$ cat src/rtl/cycler_seeker_pkg.sv
// Shared definitions for the cycler seeker: state encoding, position width and
// the shortest-path planner for a position that wraps modulo 8.
package cycler_seeker_pkg;

  localparam int POS_W = 3;
  localparam int CNT_W = 4;

  localparam logic [2:0] ST_IDLE  = 3'd0;
  localparam logic [2:0] ST_SETUP = 3'd1;
  localparam logic [2:0] ST_HI    = 3'd2;
  localparam logic [2:0] ST_LO    = 3'd3;
  localparam logic [2:0] ST_FIN   = 3'd4;

  typedef struct packed {
    logic             dir;
    logic [POS_W-1:0] steps;
  } plan_t;

  // A distance of exactly half the ring is resolved upward.
  function automatic plan_t plan_move(input logic [POS_W-1:0] target,
                                      input logic [POS_W-1:0] from);
    logic [POS_W-1:0] d;
    plan_t p;
    d       = target - from;
    p.dir   = (d > 3'd4);
    p.steps = p.dir ? (3'd0 - d) : d;
    return p;
  endfunction

  function automatic logic [POS_W-1:0] step_pos(input logic [POS_W-1:0] cur,
                                                input logic dir);
    return dir ? (cur - 3'd1) : (cur + 3'd1);
  endfunction

endpackage

$ cat src/rtl/cycler_step_timer.sv
// Loadable down-counter timing the high and low phases of each step strobe.
module cycler_step_timer
  import cycler_seeker_pkg::*;
(
  input  logic             clk,
  input  logic             rst,
  input  logic             load,
  input  logic [CNT_W-1:0] load_val,
  output logic             zero
);

  logic [CNT_W-1:0] cnt;

  always_ff @(posedge clk) begin
    if (rst) begin
      cnt <= '0;
    end else if (load) begin
      cnt <= load_val;
    end else if (cnt != '0) begin
      cnt <= cnt - 1'b1;
    end
  end

  assign zero = (cnt == '0);

endmodule

$ cat src/rtl/cycler_seeker.sv
// Drives an unresettable position cycler along the shortest path to a target,
// keeping a shadow copy of its position and pacing strobes with a step timer.
module cycler_seeker
  import cycler_seeker_pkg::*;
#(
  parameter int STEP_HI = 2,
  parameter int STEP_LO = 2
) (
  input  logic             clk,
  input  logic             rst,
  input  logic             req_valid,
  input  logic [POS_W-1:0] req_target,
  output logic             req_ready,
  input  logic             cal_valid,
  input  logic [POS_W-1:0] cal_pos,
  input  logic             abort,
  output logic             cyc_dir,
  output logic             cyc_nxt,
  output logic [POS_W-1:0] pos,
  output logic             busy,
  output logic             done,
  output logic             aborted
);

  localparam logic [CNT_W-1:0] HI_LOAD = CNT_W'(STEP_HI - 1);
  localparam logic [CNT_W-1:0] LO_LOAD = CNT_W'(STEP_LO - 1);

  logic [2:0]       state;
  logic [2:0]       state_nxt;
  logic [POS_W-1:0] pos_q;
  logic [POS_W-1:0] steps_q;
  logic             abort_seen;
  logic             dir_q;
  logic             nxt_q;
  logic             busy_q;
  logic             ready_q;
  logic             done_q;
  logic             aborted_q;

  logic             accept;
  logic             in_step;
  logic             enter_hi;
  logic             tmr_load;
  logic [CNT_W-1:0] tmr_val;
  logic             tmr_zero;
  plan_t            plan;

  // Calibration has priority over a request presented in the same cycle.
  assign req_ready = ready_q & ~cal_valid;
  assign accept    = req_valid & req_ready;
  assign plan      = plan_move(req_target, pos_q);
  assign in_step   = (state == ST_HI) || (state == ST_LO);
  assign enter_hi  = (state_nxt == ST_HI) && (state != ST_HI);

  cycler_step_timer u_timer (
    .clk      (clk),
    .rst      (rst),
    .load     (tmr_load),
    .load_val (tmr_val),
    .zero     (tmr_zero)
  );

  always_comb begin
    state_nxt = state;
    tmr_load  = 1'b0;
    tmr_val   = HI_LOAD;
    case (state)
      ST_IDLE: begin
        if (accept) begin
          state_nxt = (plan.steps == '0) ? ST_FIN : ST_SETUP;
        end
      end
      ST_SETUP: begin
        state_nxt = ST_HI;
        tmr_load  = 1'b1;
      end
      ST_HI: begin
        if (tmr_zero) begin
          state_nxt = ST_LO;
          tmr_load  = 1'b1;
          tmr_val   = LO_LOAD;
        end
      end
      ST_LO: begin
        // An abort in the final low cycle still prevents the next step.
        if (tmr_zero) begin
          if ((steps_q != '0) && !abort_seen && !abort) begin
            state_nxt = ST_HI;
            tmr_load  = 1'b1;
          end else begin
            state_nxt = ST_FIN;
          end
        end
      end
      ST_FIN:  state_nxt = ST_IDLE;
      default: state_nxt = ST_IDLE;
    endcase
  end

  always_ff @(posedge clk) begin
    if (rst) begin
      state      <= ST_IDLE;
      pos_q      <= '0;
      steps_q    <= '0;
      abort_seen <= 1'b0;
      dir_q      <= 1'b0;
      nxt_q      <= 1'b0;
      busy_q     <= 1'b0;
      ready_q    <= 1'b1;
      done_q     <= 1'b0;
      aborted_q  <= 1'b0;
    end else begin
      state   <= state_nxt;
      busy_q  <= (state_nxt != ST_IDLE);
      ready_q <= (state_nxt == ST_IDLE);
      done_q  <= (state_nxt == ST_FIN);
      nxt_q   <= (state_nxt == ST_HI);

      if (state_nxt == ST_FIN) begin
        aborted_q <= abort_seen | (abort & in_step);
      end else begin
        aborted_q <= 1'b0;
      end

      if (accept) begin
        abort_seen <= 1'b0;
      end else if (in_step && abort) begin
        abort_seen <= 1'b1;
      end

      if (accept) begin
        dir_q   <= plan.dir;
        steps_q <= plan.steps;
      end else if (enter_hi) begin
        steps_q <= steps_q - 1'b1;
      end

      if ((state == ST_IDLE) && cal_valid) begin
        pos_q <= cal_pos;
      end else if (enter_hi) begin
        pos_q <= step_pos(pos_q, dir_q);
      end
    end
  end

  assign cyc_dir = dir_q;
  assign cyc_nxt = nxt_q;
  assign pos     = pos_q;
  assign busy    = busy_q;
  assign done    = done_q;
  assign aborted = aborted_q;

endmodule

$ cat config.mk
export PLATFORM = sky130hd
export DESIGN_NAME = cycler_seeker
export DESIGN_NICKNAME = d
export VERILOG_FILES = /design/src/rtl/cycler_seeker_pkg.sv /design/src/rtl/cycler_step_timer.sv /design/src/rtl/cycler_seeker.sv
export SDC_FILE = /design/constraint.sdc
export NUM_CORES = 1
export LEC_CHECK = 0
export CAP_MARGIN = 20
export CORE_ASPECT_RATIO = 0.7
export CORE_MARGIN = 2
export CORE_UTILIZATION = 40
export CTS_CLUSTER_DIAMETER = 100
export DETAILED_ROUTE_END_ITERATION = 8
export PLACE_DENSITY = 0.61
export SLEW_MARGIN = 20
export SYNTH_ARGS = -nofsm -noshare
export SYNTH_HDL_FRONTEND = slang
export SYNTH_SLANG_ARGS = --single-unit
$ cat constraint.sdc
create_clock -name clk -period 5.85 [get_ports clk]
set_input_delay 1.755 -clock clk [delete_from_list [all_inputs] [get_ports clk]]
set_output_delay 1.755 -clock clk [all_outputs]
set_load 0.03 [all_outputs]
==> results.md, run 1 <==
- Status: completed
- Unrepaired setup endpoints after global routing: false
- Total clock sinks: 20
- Post-Syn Instances: 127
- Synth top area cells: dfxtp_1, ha_1, nor3_1, nor4b_4, nand3_1
- Crit path largest cell delay: between 0.6 and 0.7 ns
- Clk_skew: 0.00113 ns
- Max-cap violations: 0
- Total track usage: 16.9%
- DP Cell Count: roughly 180
- Slowest CP cell: clkdlybuf4s50_1
- Drt drc: 0
- Routed Antenna Nets: 0
- Crit path launch type: primary input
- TNS Setup: 0 ns
- Highest Clock Rate: ~0.21 GHz
- CP cell instances: clkdlybuf4s50_1 > nor2b_1 > clkdlybuf4s50_1
- Final hold viol count: 0
- Cell area after synthesis: approximately 1200 µm²
- Peak VDD IR: 163 µV
- Ys flop type: dfxtp_1
- FFs w/ async S/R, synth: 0%
- Dpl hpwl: approximately 1900 µm
- Routed met3 length: about 150 µm
- Non-filler cells, final: 180
- DRT Pass-1 Iters: 4
- Vias in the first global route: 940
- TritonCTS clock tree: built
- Via/cell ratio: 5.68
- Antenna cell count: 0
- EDFF count, synth: 0
- Fin crit period: 4.75 ns
- FILL cells: 278
- Rows: 16
- Post-synthesis sequential area ratio: 33.9%
- Design Power: ~0.49 mW
- CP arrival: 3.00 ns
- Cell repeated most along the worst path: clkdlybuf4s50_1
- DIE HEIGHT: 49.4 µm
- Setup CP Type: in -> out
- First-pass GRT wire length: roughly 4300 µm
- Clock transition at the registers of the reported paths: 0.07 ns
- Initial Util: 42.1%
- Nets: 164
- Initial drt markers: 45
- CP required: 4.09 ns
- Avg WL per Cell: 13.9 µm
- Die area: roughly 3400 µm²
- Commonest non-fill, non-tap cell in the layout: dfxtp_1
- Tcrit/Tclk final: between 80 and 90%
- Yosys reg bits: 20
- Crit. End Element: output pin
- Post-Route WL: 2500 µm
- Final count of negative-setup-slack endpoints: 0
- Post-CTS sizing: 0
- Die Span X: just under 70 µm
- Worst slew margin: between 50% and 60%
- Global route overflow: 0
- Synthesis Warnings: 0
- Vias: slightly above 1000
- Largest net degree at the start of global routing: 19
- Core area: 2800 µm²
- Area leader, netlist: dfxtp_1
- Max H-tree Level: 1
- Most frequent cells in the layout: dfxtp_1, clkdlybuf4s50_1, inv_1
- Hold Buf Count CTS: 0
- Pwr Density: 345 nW/µm²
- Initial antenna violation count: 0
- DR top layer: met4
- Root Buffer: clkbuf_8
- Post-Syn Area per Cell: 9.29 µm²
- Leakage: 0.557 nW
- Syn-to-layout area delta: 20.8%
- Total CTS buffers: 3
- Metal2 WL: 1150 µm
- Share of cells above drive strength 1: 8.33%
- RePlAce Congestion: 0.745
- Least-Margin Pin Slew: 0.722 ns
- M1 WL: between 1000 and 1500 µm
- Clk_lat worst skew: approximately 0.26 ns
- Critical path fanouts, max: 4
- Net count after synthesis: 145
- Final slew viol count: 0
- Clk buf depth: 2
- Synth top area share: 33.9%
- Post-CTS setup buffers: 0
- Boundary Pins: 20
- Hold crit path type: reg -> reg
- Yosys cell types: 46
- Number of port buffers: 19
==> final cells by class <==
class	instances	area (µm²)	area share (%)
multi-input cells	88	696	48.8
flip-flops and latches	20	400	28.1
repair buffers	19	190	13.3
inverters	14	52.6	3.69
well taps	36	45.0	3.16
clock buffers	3	41.3	2.90
==> per-stage QoR <==
| step | setup WS [ns] | utilization, % | instance area, µm² | hold slack (ns) |
|---|---|---|---|---|
| 6_report | 1.10 | 50.8 | 1430 | 0.523 |
| 5_1_grt | 1.05 | 50.8 | 1430 | 0.554 |
| 4_1_cts | 1.09 | 50.8 | 1430 | 0.528 |
| 3_5_place_dp | 1.08 | 49.4 | 1380 | 0.518 |
| 3_3_place_gp | 1.10 | 49.4 | 1380 | 0.490 |
| 2_1_floorplan | 1.91 | - | 1180 | 0.475 |
==> state kept, by name, indices dropped and copies added (netlist names) <==
register,count
ready_q,1
busy,1
state,3
u_timer.cnt,4
cyc_nxt,1
steps_q,3
cyc_dir,1
done,1
aborted,1
pos,3
abort_seen,1
==> worst paths after layout <==
| kind | start | endpoint | slack [ns] | cells after the start |
|---|---|---|---|---|
| setup reg to reg | steps_q[0] | steps_q[1] | 3.93 | 7 |
| setup / recovery | cal_valid | req_ready | 1.10 | 3 |
| hold / removal | steps_q[2] | steps_q[2] | 0.52 | 2 |
| hold reg to reg | steps_q[2] | steps_q[2] | 0.52 | 2 |
==> where the power goes <==
group | total (mW) | switching [mW] | internal (mW)
combinational | 0.217 | 0.113 | 0.104
sequential | 0.186 | 0.0258 | 0.160
clock | 0.0894 | 0.0435 | 0.0459
total | 0.492 | 0.182 | 0.310
==> logic make-up after synthesis <==
group	synth area share (%)
buffers and inverters	7.10
AOI/OAI and AO/OA	17.7
xor gates and xnor gates	4.88
adders and majority gates	8.70
DFF	33.9
and+or+nand+nor	27.7
==> worst max-delay path, delay by kind of cell <==
family / cells / cell delay (ns)
buffers and inverters: 2 / 1.12
AND/OR/NAND/NOR: 1 / 0.12
==> synthesized netlist by cell type, drive strengths merged (3+ instances only) <==
cell and instances:
a21o 3, a21oi 6, and2 4, buf 3, dfxtp 20, ha 5
inv 13, nand2 3, nand3 9, nor2 6, nor2b 3, nor3 10
nor4b 3, o21ai 3, xnor2 4
==> routing by layer <==
metal,vias up,GRT usage (%)
met5,-,0
li1,494,-
met4,0,3.92
met3,2,6.00
met2,33,24.8
met1,494,23.5
Power figures use the tool's default switching activity.
==> run 2, diff against run 1 <==
==> constraint.sdc (replaced) <==
create_clock -name clk -period 4.72 [get_ports clk]
set_input_delay 1.416 -clock clk [delete_from_list [all_inputs] [get_ports clk]]
set_output_delay 1.416 -clock clk [all_outputs]
set_load 0.03 [all_outputs]
==> run 2 against run 1 <==
Clock-buffer cell count is the same. Non-clock buffer count is the same. Sequential share of layout area is the same. Routed wire length grew 1.5%. Sequential cell count is the same. Die area is the same. Utilization is the same. Final area is the same. Clock skew is essentially flat. Global-route usage grew 0.43 points. Largest cell class unchanged. Largest power group unchanged.
==> results.md, run 2 (same netlist as run 1, synthesis figures left out) <==
- CP arrival: 2.66 ns
- DR top layer: met4
- Total track usage: 17.3%
- CP required: approximately 3.3 ns
- Final slew viol count: 0
- Initial antenna violation count: 0
- Tcrit/Tclk final: 86.4%
- Commonest non-fill, non-tap cell in the layout: dfxtp_1
- Peak VDD IR: 149 µV
- Vias in the first global route: between 900 and 1000
- Largest net degree at the start of global routing: 19
- Die Span X: between 60 and 70 µm
- DIE HEIGHT: 49.4 µm
- Boundary Pins: 20
- Initial Util: 42.1%
- Final core occ: 50.8%
- Crit. End Element: output pin
- Max H-tree Level: 1
- Largest Register: u_timer.cnt
- Worst slew margin: 49.8%
- Unrepaired setup endpoints after global routing: false
- Logic depth of the worst register-to-register path: 7
- Routed Antenna Nets: 0
- Design Power: 0.612 mW
- Critical path fanouts, max: 4
- Metal2 WL: 1120 µm
- Final hold viol count: 0
- Root Buffer: clkbuf_8
- Setup CP Type: in -> out
- Die area: 3410 µm²
- Syn-to-layout area delta: 20.8%
- Nets: 164
- RePlAce Congestion: 0.746
- Final count of negative-setup-slack endpoints: 0
- Post-CTS sizing: 0
- Highest Clock Rate: between 0.2 and 0.25 GHz
- Drt drc: 0
- Max FFs per register: 4
- Max-cap violations: 0
- TNS Setup: 0 ns
- Post-Route WL: 2540 µm
- Least-Margin Pin Slew: 0.751 ns
- Status: completed
- Share of cells above drive strength 1: around 8.3%
- M1 WL: around 1300 µm
- Total clock sinks: 20
- Core area: 2800 µm²
- First-pass GRT wire length: 4340 µm
- Avg WL per Cell: 14.1 µm
- Via/cell ratio: between 5 and 6
- Routed met3 length: 109 µm
- Vias: 994
- Number of port buffers: 19
- Fin crit period: 4.08 ns
- Clk_lat worst skew: 0.25 ns
- Crit path launch type: primary input
- Worst Hold Launch: steps_q[2]
- Post-CTS setup buffers: 0
- R2R setup slack: 2.75 ns
- FF-to-FF Start: steps_q[0]
- Clk_skew: 0.000975 ns
- Hold Buf Count CTS: 0
- Critical R2R Capture: pos[0]
- Rows: 16
- TritonCTS clock tree: built
- Antenna cell count: 0
- Clk buf depth: 2
- Pwr Density: 430 nW/µm²
- Hold endpoint: steps_q[2]
- Most frequent cells in the layout: dfxtp_1, clkdlybuf4s50_1, inv_1
- Initial drt markers: 41
- Global route overflow: 0
- DRT Pass-1 Iters: 4
- Dpl hpwl: around 1900 µm
- Hold crit path type: reg -> reg
- Total CTS buffers: 3
- Hold Path Depth: 2
- Leakage: roughly 0.56 nW
- Clock transition at the registers of the reported paths: 0.07 ns
## run 2: cell counts in the layout (fill, tap and decap cells not counted)
No cell type changed its count.
## run 2: worst max-delay path by stage
stage                endpoint  depth (start not counted)       from
finish              req_ready                          3  cal_valid
global placement    req_ready                          3  cal_valid
global route        req_ready                          3  cal_valid
floorplan           req_ready                          1  cal_valid
CTS                 req_ready                          3  cal_valid
detailed placement  req_ready                          3  cal_valid
## run 2: routing by layer
| metal | vias up | global-route usage, % |
|---|---|---|
| met2 | 28 | 25.2 |
| met5 | - | 0 |
| li1 | 494 | - |
| met1 | 470 | 24.9 |
| met4 | 0 | 2.94 |
| met3 | 2 | 6.24 |
## run 2: stage by stage
step	instance area, µm²	hold WS, ns	instances	setup slack [ns]
after floorplan	1180	0.475	127	1.46
after global placement	1380	0.490	177	0.653
after detailed placement	1380	0.504	177	0.636
after CTS	1430	0.514	180	0.631
after global routing	1430	0.533	180	0.579
final	1430	0.518	180	0.641
## run 2: critical path, cell delays in order
cell and delay, ns:
clkdlybuf4s50_1 0.45, nor2b_1 0.12, clkdlybuf4s50_1 0.67
## run 2: where the power goes
group          internal (mW)  switching, mW
registers              0.198         0.0317
logic                  0.129          0.142
clock network         0.0568         0.0539
total                  0.384          0.228
## run 2: cell type report
class | instances | area (µm²)
Fill cell | 283 | 1380
Multi-Input combinational cell | 88 | 696
Sequential cell | 20 | 400
Timing Repair Buffer | 19 | 190
Inverter | 14 | 52.6
Tap cell | 36 | 45.0
Clock buffer | 3 | 41.3
